**src/rtl/cpu_io_pkg.sv**
```systemverilog
// cpu_io_pkg: register offsets and address-split helpers shared by the GPIO port
package cpu_io_pkg;
  localparam logic [1:0] IO_REG_IN  = 2'd0;
  localparam logic [1:0] IO_REG_OUT = 2'd1;
  localparam logic [1:0] IO_REG_IE  = 2'd2;
  localparam logic [1:0] IO_REG_IS  = 2'd3;
  localparam int IO_REG_W = 2;
  function automatic int io_addr_w(input int nch);
    return (nch <= 1) ? IO_REG_W : $clog2(nch) + IO_REG_W;
  endfunction
endpackage

```
**src/rtl/io_sync_edge.sv**
```systemverilog
// io_sync_edge: per-channel pin synchroniser with previous-value register and rising-edge detect
//   clk, rst (async active-low) | pin_i: raw async pins | in_o: synchronised value | rise_o: in_o & ~prev
module io_sync_edge #(
  parameter int W           = 32,
  parameter int SYNC_STAGES = 2
) (
  input  logic         clk,
  input  logic         rst,
  input  logic [W-1:0] pin_i,
  output logic [W-1:0] in_o,
  output logic [W-1:0] rise_o
);
  logic [SYNC_STAGES-1:0][W-1:0] sync_q;
  logic [W-1:0]                  prev_q;
  always_ff @(posedge clk or negedge rst) begin
    if (!rst) begin
      sync_q <= '0;
      prev_q <= '0;
    end else begin
      sync_q <= {sync_q[SYNC_STAGES-2:0], pin_i};
      prev_q <= sync_q[SYNC_STAGES-1];
    end
  end
  assign in_o   = sync_q[SYNC_STAGES-1];
  assign rise_o = in_o & ~prev_q;
endmodule

```
**src/rtl/cpu_io_port.sv**
```systemverilog
// cpu_io_port: memory-mapped GPIO port, NCH channels of IN/OUT/IE/IS registers with level irq
//   clk, rst (async active-low)
//   bus_addr/bus_we/bus_re/bus_wdata: CPU access, addr = {channel, reg}
//   bus_rdata/bus_rvalid: read data one cycle after bus_re
//   pin_in/pin_out: channel c at [c*W +: W] | irq: registered |(IS & IE)
module cpu_io_port
  import cpu_io_pkg::*;
#(
  parameter  int NCH         = 2,
  parameter  int W           = 32,
  parameter  int SYNC_STAGES = 2,
  localparam int AW          = io_addr_w(NCH)
) (
  input  logic              clk,
  input  logic              rst,
  input  logic [AW-1:0]     bus_addr,
  input  logic              bus_we,
  input  logic              bus_re,
  input  logic [W-1:0]      bus_wdata,
  output logic [W-1:0]      bus_rdata,
  output logic              bus_rvalid,
  input  logic [NCH*W-1:0]  pin_in,
  output logic [NCH*W-1:0]  pin_out,
  output logic              irq
);
  logic [NCH-1:0][W-1:0] out_q, out_d, ie_q, ie_d, is_q, is_d, in_w, rise_w;
  logic [W-1:0]          rdata_q, rdata_d, rd_val;
  logic                  rvalid_q, irq_q;
  logic [AW-1:0]         ch_idx;
  logic [1:0]            rg;
  assign ch_idx = bus_addr >> IO_REG_W;
  assign rg     = bus_addr[1:0];
  for (genvar g = 0; g < NCH; g++) begin : g_ch
    io_sync_edge #(.W(W), .SYNC_STAGES(SYNC_STAGES)) u_sync (
      .clk    (clk),
      .rst    (rst),
      .pin_i  (pin_in[g*W +: W]),
      .in_o   (in_w[g]),
      .rise_o (rise_w[g])
    );
  end
  // Channel indices >= NCH match no loop iteration: writes drop, reads yield 0.
  // IS clears against the old value and new rises are OR-ed last, so a set wins over a same-cycle clear.
  always_comb begin
    out_d  = out_q;
    ie_d   = ie_q;
    is_d   = is_q;
    rd_val = '0;
    for (int c = 0; c < NCH; c++) begin
      out_d[c] = (bus_we && ch_idx == AW'(c) && rg == IO_REG_OUT) ? bus_wdata : out_q[c];
      ie_d[c]  = (bus_we && ch_idx == AW'(c) && rg == IO_REG_IE) ? bus_wdata : ie_q[c];
      is_d[c]  = (is_q[c] & ~((bus_we && ch_idx == AW'(c) && rg == IO_REG_IS) ? bus_wdata : '0)) | rise_w[c];
      if (ch_idx == AW'(c))
        rd_val = rg == IO_REG_IN  ? in_w[c] :
                 rg == IO_REG_OUT ? out_q[c] :
                 rg == IO_REG_IE  ? ie_q[c] : is_q[c];
    end
    rdata_d = bus_re ? rd_val : rdata_q;
  end
  always_ff @(posedge clk or negedge rst) begin
    if (!rst) begin
      out_q    <= '0;
      ie_q     <= '0;
      is_q     <= '0;
      rdata_q  <= '0;
      rvalid_q <= 1'b0;
      irq_q    <= 1'b0;
    end else begin
      out_q    <= out_d;
      ie_q     <= ie_d;
      is_q     <= is_d;
      rdata_q  <= rdata_d;
      rvalid_q <= bus_re;
      irq_q    <= |(is_q & ie_q);
    end
  end
  assign pin_out    = out_q;
  assign bus_rdata  = rdata_q;
  assign bus_rvalid = rvalid_q;
  assign irq        = irq_q;
endmodule
```
**config.mk**
```make
export PLATFORM = sky130hd
export DESIGN_NAME = cpu_io_port
export DESIGN_NICKNAME = d
export VERILOG_FILES = /design/src/rtl/cpu_io_pkg.sv /design/src/rtl/io_sync_edge.sv /design/src/rtl/cpu_io_port.sv
export SDC_FILE = /design/constraint.sdc
export NUM_CORES = 1
export LEC_CHECK = 0
export BUFFER_PORTS_ARGS = -buffer_cell sky130_fd_sc_hd__buf_2
export CELL_PAD_IN_SITES_DETAIL_PLACEMENT = 1
export CELL_PAD_IN_SITES_GLOBAL_PLACEMENT = 1
export CORE_MARGIN = 4
export CORE_UTILIZATION = 45
export DETAILED_ROUTE_END_ITERATION = 12
export GPL_TIMING_DRIVEN = 0
export HOLD_SLACK_MARGIN = 0.1
export PLACE_DENSITY = 0.77
export SYNTH_ARGS = -nofsm -noshare
export SYNTH_HDL_FRONTEND = slang
export SYNTH_SLANG_ARGS = --single-unit
```
**constraint.sdc**
```tcl
create_clock -name clk -period 1.65 [get_ports clk]
set_input_delay 0.33 -clock clk [delete_from_list [all_inputs] [get_ports clk]]
set_output_delay 0.33 -clock clk [all_outputs]
set_load 0.01 [all_outputs]
```
==> results.yml <==
status:
  outcome: "finished, violations left"
  violations: "hold timing, setup timing"
global_route:
  antenna_found_initial: 2
  grtUsageTotal_pct: 25.01
  grt_max_degree: 119
  grt_pass1_vias: 11540
  grt_overflow: 0
  grt_pass1_wl_um: 72440
cts:
  cts_tree: "done"
  cts.clk_slew.worst_paths_ns: 0.06
  cts.sinks: 418
  htree_num_levels: 2
  clockRootBuffer: "clkbuf_16"
  clk_latency_ns: 0.55
  clockBufferDepth: 3
  cts-buffers-inserted: 43
  postCtsHoldBufs: 86
detailed_routing:
  drt-pass1-iter-count: 5
  vias: 10120
  wl_um: 47170
  drc_errors: 0
  drt.antenna.violating_nets: 0
  drt_iter0_drc: 636
  drt-vias-per-instance: 5.480
  wire_per_inst_um: 25.55
critical_path:
  critPathLaunch: "is_q[6]$_DFF_PN0_"
  reg2reg_from: "is_q[6]$_DFF_PN0_"
  cp.required_ns: 2.07
  startpoint_type: "flop"
  arrival_ns: 2.21
  cp_max_fo: 3
  critPathKind: "reg -> reg"
  endpoint_kind: "flop"
synth:
  synth_cell_type_count: 27
  ys_ff_latch: 418
  syn-num-nets: 1123
  synth_edf_count: 0
  ys_seq_area_share_pct: 66.49
  async_flop_share_pct: 100.0
  yosysWarnings: 0
  synth_cells: 1020
  yosys_most_used_dff: "dfrtp_1"
  netlist_area_um2: 15730
  synth.avg_cell_area_um2: 15.42
worst_hold_path:
  hold_path_class: "in -> async"
floorplan:
  coreArea_um2: 34540
  start_util_pct: 45.54
  fp.dieW_um: 195.0
  fp.dieH_um: 195.0
  die_area_um2: 38020
  num_io_pins: 201
  rows: 68
job:
  cap_viol_max_count: 0
place:
  numPortBuffers: 198
  gp_congestion: 0.8180
  dp_hpwl_um: 30790
  post-place-ws_ns: -0.4305
  place_area_um2: 17390
pwr:
  p_leak_nw: 9.105
  power_density_nw_per_um2: 1328
  total_power_w: 0.02649
  peakVddDrop_v: 0.0008994
timing:
  final_max_slew_viol_count: 0
  clock-skew-final_ns: 0.007358
  final-hold-violation-count: 1
  finalSetupViolCount: 1
  rsz0062_at_grt: "true"
  final.period_utilization_pct: 108.4
  fmax_mhz: 558.9
  slew_headroom_pct: 42.97
  post-route-min-period_ns: 1.789
  worst_slew_pin_slew_ns: 0.8555
  whs_ns: -0.003713
  fin_ws_ns: -0.1393
cells_and_area:
  multiInputGateArea_um2: 4856
  fin_util_pct: 57.74
  final_common_cell: "dfrtp_1"
  regArea_um2: 10460
  final_cell_area_um2: 19940
  layout_common_cells: "dfrtp_1 (416), buf_2 (208), mux2_2 (122), nand2_1 (97), dlygate4sd3_1 (85)"
  layout.nets: 1459
  fill_cells: 3346
  final_layout_size_suffix_gt1_share_pct: 37.70
  syn2layout_area_growth_pct: 26.77
==> report_power, final <==
group / internal [W] / switching, W / total [W]
logic: 0.00199 / 0.00182 / 0.00381
clock network: 0.00618 / 0.00403 / 0.0102
registers: 0.0114 / 0.00105 / 0.0125
total: 0.0196 / 0.00690 / 0.0265
==> repair_timing <==
action | CTS | global route
endpoints found under the setup margin | 1 | 231
cloned | 0 | 0
pin swaps | 3 | 3
buffers inserted | 3 | 1
gates resized for setup | 20 | 9
hold endpoints to repair | 253 | 35
==> kinds of logic (layout without fill, tap and decap cells) <==
family / after synthesis / after routing / share of synthesized area [%]
and+or+nand+nor: 141 / 141 / 3.953
AOI/OAI and AO/OA: 128 / 128 / 5.607
buffers and inverters: 109 / 479 / 3.571
other: 0 / 1 / 0
muxes: 224 / 224 / 20.38
DFF: 418 / 418 / 66.49
==> layout make-up <==
type / count / share of cell area, %
Clock buffer: 69 / 6.901
Timing Repair Buffer: 291 / 9.962
Inverter: 64 / 1.205
Tap cell: 455 / 2.854
Buffer: 45 / 1.612
Multi-Input combinational cell: 493 / 24.35
Sequential cell: 418 / 52.46
Clock inverter: 10 / 0.6462
Antenna cell: 1 / 0.01255
==> final timing paths <==
path | endpoint | slack (ns) | depth (start not counted)
min | pin_out[44]$_DFFE_PN0P_ | -0.004 | 2
min in group clk | ie_q[41]$_DFFE_PN0P_ | 0.12 | 2
min reg2reg | g_ch[1].u_sync.in_o[2]$_DFF_PN0_ | 0.35 | 0
max in group asynchronous | is_q[55]$_DFF_PN0_ | 0.57 | 3
max | irq$_DFF_PN0_ | -0.14 | 4
max reg2reg | irq$_DFF_PN0_ | -0.14 | 4
==> per-layer routing <==
layer  GRT usage (%)  routed length (µm)  up-vias
met5               0                  24        -
met4           6.905                1008        4
met3           4.848                2542       76
met2           41.59               23450      280
met1           34.13               20150     5475
li1                -                   -     4281
==> through the flow <==
stage / setup TNS (ns) / cells
floorplan: 0 / 1020
global placement: -3335.11 / 1673
detailed placement: -24.61 / 1676
CTS: -0.1252 / 1844
global route: -0.1444 / 1845
finish: -0.1393 / 1846
==> critical path, stage by stage, from the launching register on <==
cell and delay (ns):
dfrtp_1 0.45, a22o_1 0.27, a221oi_2 0.35, nand4_1 0.15
or4_1 0.43
==> cells in the mapped netlist, types with 2 or more instances <==
cell,number,area [µm²]
buf_4,15,112.6
nand4_1,4,25.02
dfrtp_1,418,10460
nor3b_4,2,37.54
a22o_1,47,411.6
a221oi_1,16,140.1
mux2_1,6,67.56
nand2_1,97,364.1
inv_1,64,240.2
clkbuf_1,7,26.28
buf_2,11,55.05
o21ai_0,32,160.2
mux4_2,63,1419
buf_6,11,123.9
mux2_2,122,1374
a21oi_1,32,160.2
nor2_1,32,120.1
mux2i_1,32,320.3
==> flip-flops by register name, summed over array words and instances, names as in the netlist <==
register,cells
ie_q,64
irq,1
is_q,64
g_ch.u_sync.in_o,64
g_ch.u_sync.sync_q,64
g_ch.u_sync.prev_q,64
pin_out,64
bus_rvalid,1
bus_rdata,32
No activity file was read; power rests on OpenSTA's default activity.
